==> config.mk <==
export PLATFORM = sky130hd
export DESIGN_NAME = control_store_sequencer
export DESIGN_NICKNAME = d
export VERILOG_FILES = /design/src/rtl/control_store_sequencer.sv
export SDC_FILE = /design/constraint.sdc
export NUM_CORES = 1
export LEC_CHECK = 0
export BUFFER_PORTS_ARGS = -buffer_cell sky130_fd_sc_hd__clkbuf_2
export CAP_MARGIN = 30
export CORE_UTILIZATION = 30
export CTS_CLUSTER_DIAMETER = 80
export DETAILED_ROUTE_END_ITERATION = 7
export PLACE_DENSITY = 0.47
export REMOVE_ABC_BUFFERS = 1
export SLEW_MARGIN = 20
export SYNTH_ARGS = -nofsm -noshare
export SYNTH_HDL_FRONTEND = slang
export SYNTH_SLANG_ARGS = --single-unit
==> constraint.sdc <==
create_clock -name ADDRESS_INCREMENTER_CLOCK_50 -period 3.35 [get_ports ADDRESS_INCREMENTER_CLOCK_50]
set_clock_uncertainty 0.15 [all_clocks]
set_input_delay 0.5025 -clock ADDRESS_INCREMENTER_CLOCK_50 [delete_from_list [all_inputs] [get_ports ADDRESS_INCREMENTER_CLOCK_50]]
set_output_delay 0.5025 -clock ADDRESS_INCREMENTER_CLOCK_50 [all_outputs]
set_load 0.005 [all_outputs]
==> src/rtl/control_store_sequencer.sv <==
// Microaddress sequencer: INC/JMP/BRC/CALL/RET/RESTART with a LIFO return stack.
// New address appears one cycle after the op; SEQ_ACK_InLow=1 freezes everything except error clear.
module control_store_sequencer #(
  parameter int unsigned CSAI_DATAWIDTH = 11,
  parameter int unsigned STACK_DEPTH    = 4,
  parameter int unsigned RESET_VECTOR   = 0
) (
  input  logic                      ADDRESS_INCREMENTER_CLOCK_50,
  input  logic                      ADDRESS_INCREMENTER_RESET_InHigh,
  input  logic                      SEQ_ACK_InLow,
  input  logic [2:0]                SEQ_OP_InBus,
  input  logic [CSAI_DATAWIDTH-1:0] SEQ_BranchAddr_InBus,
  input  logic                      SEQ_Cond_In,
  input  logic                      SEQ_ClrErr_In,
  output logic [CSAI_DATAWIDTH-1:0] SEQ_Address_OutBus,
  output logic                      SEQ_StackEmpty_Out,
  output logic                      SEQ_StackFull_Out,
  output logic                      SEQ_Overflow_Out,
  output logic                      SEQ_Underflow_Out
);

  localparam int unsigned PW = $clog2(STACK_DEPTH + 1);
  localparam int unsigned IW = (STACK_DEPTH > 1) ? $clog2(STACK_DEPTH) : 1;
  localparam logic [CSAI_DATAWIDTH-1:0] RST_ADDR = CSAI_DATAWIDTH'(RESET_VECTOR);
  localparam logic [PW-1:0] SP_FULL = PW'(STACK_DEPTH);

  localparam logic [2:0] OP_JMP     = 3'b001;
  localparam logic [2:0] OP_BRC     = 3'b010;
  localparam logic [2:0] OP_CALL    = 3'b011;
  localparam logic [2:0] OP_RET     = 3'b100;
  localparam logic [2:0] OP_RESTART = 3'b101;

  logic [CSAI_DATAWIDTH-1:0] addr_q, addr_d, addr_inc;
  logic [PW-1:0]             sp_q, sp_d;
  logic [CSAI_DATAWIDTH-1:0] stack_q [STACK_DEPTH];
  logic [CSAI_DATAWIDTH-1:0] stack_d [STACK_DEPTH];
  logic                      ovf_q, ovf_d, unf_q, unf_d;
  logic                      ovf_set, unf_set;
  logic                      stack_empty, stack_full;
  logic [IW-1:0]             wr_idx, rd_idx;

  assign stack_empty = (sp_q == '0);
  assign stack_full  = (sp_q == SP_FULL);
  // sp_q points at the next free slot; the top entry sits one below it.
  assign wr_idx      = IW'(sp_q);
  assign rd_idx      = IW'(sp_q - PW'(1));
  assign addr_inc    = addr_q + CSAI_DATAWIDTH'(1);

  always_comb begin
    addr_d  = addr_q;
    sp_d    = sp_q;
    stack_d = stack_q;
    ovf_set = 1'b0;
    unf_set = 1'b0;
    if (!SEQ_ACK_InLow) begin
      case (SEQ_OP_InBus)
        OP_JMP:  addr_d = SEQ_BranchAddr_InBus;
        OP_BRC:  addr_d = SEQ_Cond_In ? SEQ_BranchAddr_InBus : addr_inc;
        OP_CALL: begin
          if (stack_full) begin
            addr_d  = addr_inc;
            ovf_set = 1'b1;
          end else begin
            stack_d[wr_idx] = addr_inc;
            sp_d            = sp_q + PW'(1);
            addr_d          = SEQ_BranchAddr_InBus;
          end
        end
        OP_RET: begin
          if (stack_empty) begin
            addr_d  = addr_inc;
            unf_set = 1'b1;
          end else begin
            addr_d = stack_q[rd_idx];
            sp_d   = sp_q - PW'(1);
          end
        end
        OP_RESTART: begin
          addr_d = RST_ADDR;
          sp_d   = '0;
        end
        default: addr_d = addr_inc;
      endcase
    end
    // A new error in the same cycle as a clear leaves the flag set.
    ovf_d = ovf_set | (ovf_q & ~SEQ_ClrErr_In);
    unf_d = unf_set | (unf_q & ~SEQ_ClrErr_In);
  end

  always_ff @(posedge ADDRESS_INCREMENTER_CLOCK_50 or posedge ADDRESS_INCREMENTER_RESET_InHigh) begin
    if (ADDRESS_INCREMENTER_RESET_InHigh) begin
      addr_q <= RST_ADDR;
      sp_q   <= '0;
      ovf_q  <= 1'b0;
      unf_q  <= 1'b0;
    end else begin
      addr_q <= addr_d;
      sp_q   <= sp_d;
      ovf_q  <= ovf_d;
      unf_q  <= unf_d;
    end
  end

  always_ff @(posedge ADDRESS_INCREMENTER_CLOCK_50) begin
    stack_q <= stack_d;
  end

  assign SEQ_Address_OutBus = addr_q;
  assign SEQ_StackEmpty_Out = stack_empty;
  assign SEQ_StackFull_Out  = stack_full;
  assign SEQ_Overflow_Out   = ovf_q;
  assign SEQ_Underflow_Out  = unf_q;

endmodule
* Yosys cells after proc, flatten, opt, wreduce, memory -nomap -nowiden
Cells that the tools add are included.
W data, S select, Z words.
** Storage, ports and cells
- Input bits :: 19
- Output and inout port bits :: 15
- Bits in registers :: 60
- Logic and storage cells :: 55
** Operators by class
- Bitwise operators :: 9
- Equality and inequality tests :: 8
- Reduce and logical (&&, ||, !) cells :: 5
- Muxes and demuxes :: 19
- Add/subtract/negate cells :: 3
- Magnitude comparators :: 3
** Operator list (number)
- $mux W11 :: 6
- $pmux W11 S5 :: 1
- $bwmux W44 :: 1
- $bmux W11 S2 :: 1
- $demux W11 S2 :: 1
- $add A11 B1 Y11 const B :: 1
- $eq A3 B3 Y1 const B :: 3
- $pmux W3 S3 :: 1
- $eq A3 B2 Y1 const B :: 2
- $ge A3 B3 Y1 const B :: 2
- $mux W1 :: 6
- $mux W3 :: 2
- $not A2 Y3 :: 2
- $ne A2 B2 Y1 const B :: 2
- $reduce_and A4 Y1 :: 1
- $add A3 B1 Y3 const B :: 1
- $eq A3 B1 Y1 const B :: 1
- $logic_not A3 Y1 :: 1
- $lt A3 B1 Y1 const B :: 1
- $not A1 Y1 :: 3
- $reduce_and A3 Y1 :: 1
- $reduce_bool A3 Y1 :: 1
- $sub A3 B1 Y3 const B :: 1
- $and A1 B1 Y1 :: 2
- 2 further kinds :: 3

* Depth between registers and ports, before layout
- Word-level depth :: 7
- Gate-level depth with buffers :: 9
- Gate-level depth less buffers :: 7

* Worst setup path after synthesis
No wires, ideal clock.
- Path type :: reg2reg
- Start :: register sp_q[0]
- End :: register addr_q[3] (netlist: SEQ_Address_OutBus[3])
- Required time :: 3.068 ns
- Arrival time :: 2.225 ns
- Setup time :: 0.132 ns
- Clock period less this slack :: 2.508 ns
- Cell stages (with the launch flop) :: 8
- Path slack :: 0.842 ns
- Cells stage by stage :: dfrtp_1 -> buf_2 -> inv_1 -> ha_1 -> clkbuf_1 -> mux4_2 -> a221oi_1 -> a2bb2oi_1
** Between the ends
- Longest elaborated chain between the ends :: 7
** RTL lines
- start: declaration :: line 34 : logic [PW-1:0] sp_q, sp_d;
- start signal: assignment :: line 98 : sp_q <= sp_d;
- $sub A3 B1 Y3
- $not A2 Y3 (not written as such) :: line 74 : addr_d = stack_q[rd_idx];
- $bmux W11 S2 :: line 74
- $mux W11 (not written as such) (2 in series) :: line 74
- $mux W11 :: line 70 : if (stack_empty) begin
- $pmux W11 S5 (*) :: line 56 : case (SEQ_OP_InBus)
- end signal: assignment :: line 97 : addr_q <= addr_d;
- end: declaration :: line 33 : logic [CSAI_DATAWIDTH-1:0] addr_q, addr_d, addr_inc;
Mark *: on every way between the ends. The rest lies on a longest branch, timed or not. The select of a mux whose other input is x is not followed.
A chain may end at the register's enable or synchronous reset.

* Worst setup path in the final report
- Start :: register sp_q[1]
- End :: register stack_q[23] in the netlist's numbering, enable pin
** Between the ends
- Longest elaborated chain between the ends :: 3
** RTL lines
- $eq A3 B3 Y1 :: line 43 : assign stack_full = (sp_q == SP_FULL);
- $not A1 Y1 (no line)
- $reduce_and A3 Y1 (no line)
- end signal: assignment :: line 105 : stack_q <= stack_d;
- end: declaration :: line 35 : logic [CSAI_DATAWIDTH-1:0] stack_q [STACK_DEPTH];
Every way passes these cells.

==> flow_summary.json <==
{
  "crit_path_max_incr_delay_ns": 0.66,
  "fin_setup_tns_ns": 0,
  "worstReg2RegStart": "sp_q[1]$_DFFE_PP0P_",
  "synth_edf_count": 44,
  "violations": "DRC",
  "crit_chain": "inv_1, ha_1, nand2_1, inv_1, nor3_1, and2_1",
  "cap_violations": 0,
  "drt_first_pass_iters": 8,
  "post-dp-hpwl_um": 4604,
  "path_clk_slew_ns": 0.07,
  "slew_headroom_pct": 48.37,
  "cp.required_ns": 3.16,
  "vias": 1790,
  "combPwrFrac_pct": 32.1,
  "p_seq_share_pct": 42.3,
  "synth-simple-area-share_pct": 8.169,
  "layout-drive-gt1-share_pct": 29.29,
  "numCtsBuffers": 9,
  "cp-end-kind": "flop",
  "syn_area_um2": 2788,
  "critPathTopFamily": "simple AND/OR/NAND/NOR gates",
  "portBuffers": 33,
  "clk_path_buf_depth": 2,
  "hold_class": "in -> async",
  "worstPathMaxFanout": 11,
  "cp.arrival_ns": 2.21,
  "ff2ff_path_depth": 6,
  "ys_ff_latch": 60,
  "cts_tree": "built",
  "setup.worst_path.start_class": "flop",
  "power_switching_share_pct": 32.16,
  "grt_max_degree": 17,
  "rsz0062_at_grt": "false",
  "p_sw_w": 0.0007804,
  "dpl-instance-area_um2": 3100,
  "synth_area_leaders": "edfxtp_1 (47%), dfrtp_1 (14%), mux4_2 (8.9%)",
  "globalRouteOverflowTotal": 0,
  "synth_top_cell_by_area": "edfxtp_1",
  "synth-xor-area-share_pct": 3.097,
  "vias_per_cell": 5.159,
  "leakagePower_nw": 1.250,
  "cts_root_buf": "clkbuf_8",
  "start_util_pct": 31.50,
  "diodes": 0,
  "synthMuxAreaShare_pct": 10.01,
  "final_common_cell": "edfxtp_1",
  "io_pins": 34,
  "antenna_left": 0,
  "hold_viol": 0,
  "ys_types": 44,
  "r2r-end": "stack_q[23]$_DFFE_PP_",
  "dieArea_um2": 9682,
  "async_flop_share_pct": 26.67,
  "wire_per_inst_um": 19.88,
  "syn2layout_area_growth_pct": 18.09,
  "final_nets": 260,
  "clkPwrFrac_pct": 25.6,
  "grt.total_usage_pct": 15.65,
  "worst_slew_pin_slew_ns": 0.7736,
  "ir_worst_vdd_uv": 389.8,
  "place.gp.congestion": 0.7527,
  "synth_cells": 192,
  "setup_viol_count_final": 0,
  "htreeDepth": 3,
  "synth_compound_area_share_pct": 10.68,
  "synthAdderAreaFrac_pct": 3.142,
  "p_per_area_nw_per_um2": 737.2,
  "drt-initial-drc-count": 87,
  "die_h_um": 98.40,
  "coreArea_um2": 8848,
  "rows": 34,
  "post_cts_buffers": 0,
  "yosys_most_used_dff": "edfxtp_1",
  "power_w": 0.002427,
  "die_w_um": 98.40,
  "grt_pass1_wl_um": 10840,
  "cts_sinks": 60,
  "cts_resized": 0,
  "p_int_w": 0.001647,
  "min_period_over_period_pct": 71.48,
  "min_period_ns": 2.395,
  "final_area_um2": 3292,
  "clk-insertion-delay-late_ns": 0.33,
  "slowest_stage": "and2_1",
  "synth-seq-area-share_pct": 61.76,
  "antenna_found_initial": 0,
  "max_clock_freq_mhz": 417.6,
  "r2r_setup_slack_ns": 0.96,
  "yosysTopAreaCellShare_pct": 47.40,
  "final_cell_mix": "edfxtp_1 (44), clkbuf_2 (33), dfrtp_1 (16)",
  "path_buf_inv": 2,
  "synth_top_family_by_area": "compound AO/OA/AOI/OAI gates",
  "criticalPathCategory": "reg -> reg",
  "avgSynthCellArea_um2": 14.52,
  "drt_wl_total_um": 6900,
  "remaining_drc_errors": 1,
  "status": "finished with violations",
  "report.final.slew_viol_count": 0,
  "synth_warnings": 0,
  "hold_buffers": 0,
  "cpMostUsedCell": "inv_1",
  "grt_pass1_vias": 1848
}
==> logic make-up (layout without fill, tap and decap cells) <==
logic type / Yosys count / count (layout)
xor+xnor: 9 / 9
buf+inv: 21 / 68
mux: 14 / 14
compound gates: 39 / 39
flops: 60 / 60
simple gates: 42 / 42
fa+ha+maj: 7 / 7
==> area by class of cell <==
| class | count | area [µm²] |
|---|---|---|
| fillers | 864 | 5557 |
| flip-flops and latches | 60 | 1722 |
| multi-input cells | 111 | 984.7 |
| repair buffers | 39 | 210.2 |
| clock buffers | 15 | 186.4 |
| well taps | 108 | 135.1 |
| inverters | 13 | 48.80 |
| clock inverters | 1 | 5.005 |
==> cells in the mapped netlist, types with 2 or more instances <==
cell type	instances
a21oi_1	5
a221oi_1	9
a22oi_1	2
a2bb2oi_1	8
and2_1	5
buf_2	4
clkbuf_1	3
dfrtp_1	16
edfxtp_1	44
ha_1	7
inv_1	12
mux2i_1	2
mux4_2	11
nand2_1	14
nand3_1	3
nand4_1	2
nor2_1	4
nor2b_1	2
nor3_1	4
o21ai_0	3
o22ai_1	3
xnor2_1	5
xor2_1	3
==> flip-flops by register name, indices dropped and copies added (netlist names) <==
register / flops
SEQ_Overflow_Out: 1
SEQ_Underflow_Out: 1
sp_q: 3
SEQ_Address_OutBus: 11
stack_q: 44
==> metrics by stage <==
stage	setup slack (ns)	utilization (%)	hold slack (ns)	instances
2_1_floorplan	0.4536	-	0.2662	184
3_3_place_gp	0.8443	34.95	0.3311	330
3_5_place_dp	0.8226	35.04	0.3370	331
4_1_cts	0.9036	37.20	0.1486	347
5_1_grt	0.7398	37.20	0.1825	347
6_report	0.9553	37.20	0.1294	347
==> worst max path at each step <==
stage                                   start                                end  slack, ns  depth (start not counted)
after floorplan           sp_q[0]$_DFFE_PP0P_  SEQ_Address_OutBus[2]$_DFFE_PP0N_       0.45                          7
after global placement        SEQ_OP_InBus[1]  SEQ_Address_OutBus[0]$_DFFE_PP0N_       0.84                          7
after detailed placement      SEQ_OP_InBus[1]  SEQ_Address_OutBus[0]$_DFFE_PP0N_       0.82                          8
after CTS                 sp_q[1]$_DFFE_PP0P_              stack_q[23]$_DFFE_PP_       0.90                          6
after global routing      sp_q[1]$_DFFE_PP0P_              stack_q[25]$_DFFE_PP_       0.74                          6
final                     sp_q[1]$_DFFE_PP0P_              stack_q[23]$_DFFE_PP_       0.96                          6
==> power groups by stage <==
stage	Sequential [W]	Clock, W	Combinational [W]
after global placement	0.00104	0	0.000787
after CTS	0.00103	0.000638	0.000800
after detailed placement	0.00104	0	0.000797
after floorplan	0.00105	0	0.000490
final	0.00103	0.000620	0.000780
after global routing	0.00104	0.000670	0.000875
==> routing by layer <==
layer	track usage [%]	up-vias	share of wire, %
met5	0	-	0
met4	5.396	0	0.91
met3	4.796	4	6.3
met2	21.56	57	44
met1	23.19	893	49
li1	-	836	-
No activity file was read; power rests on OpenSTA's default activity.
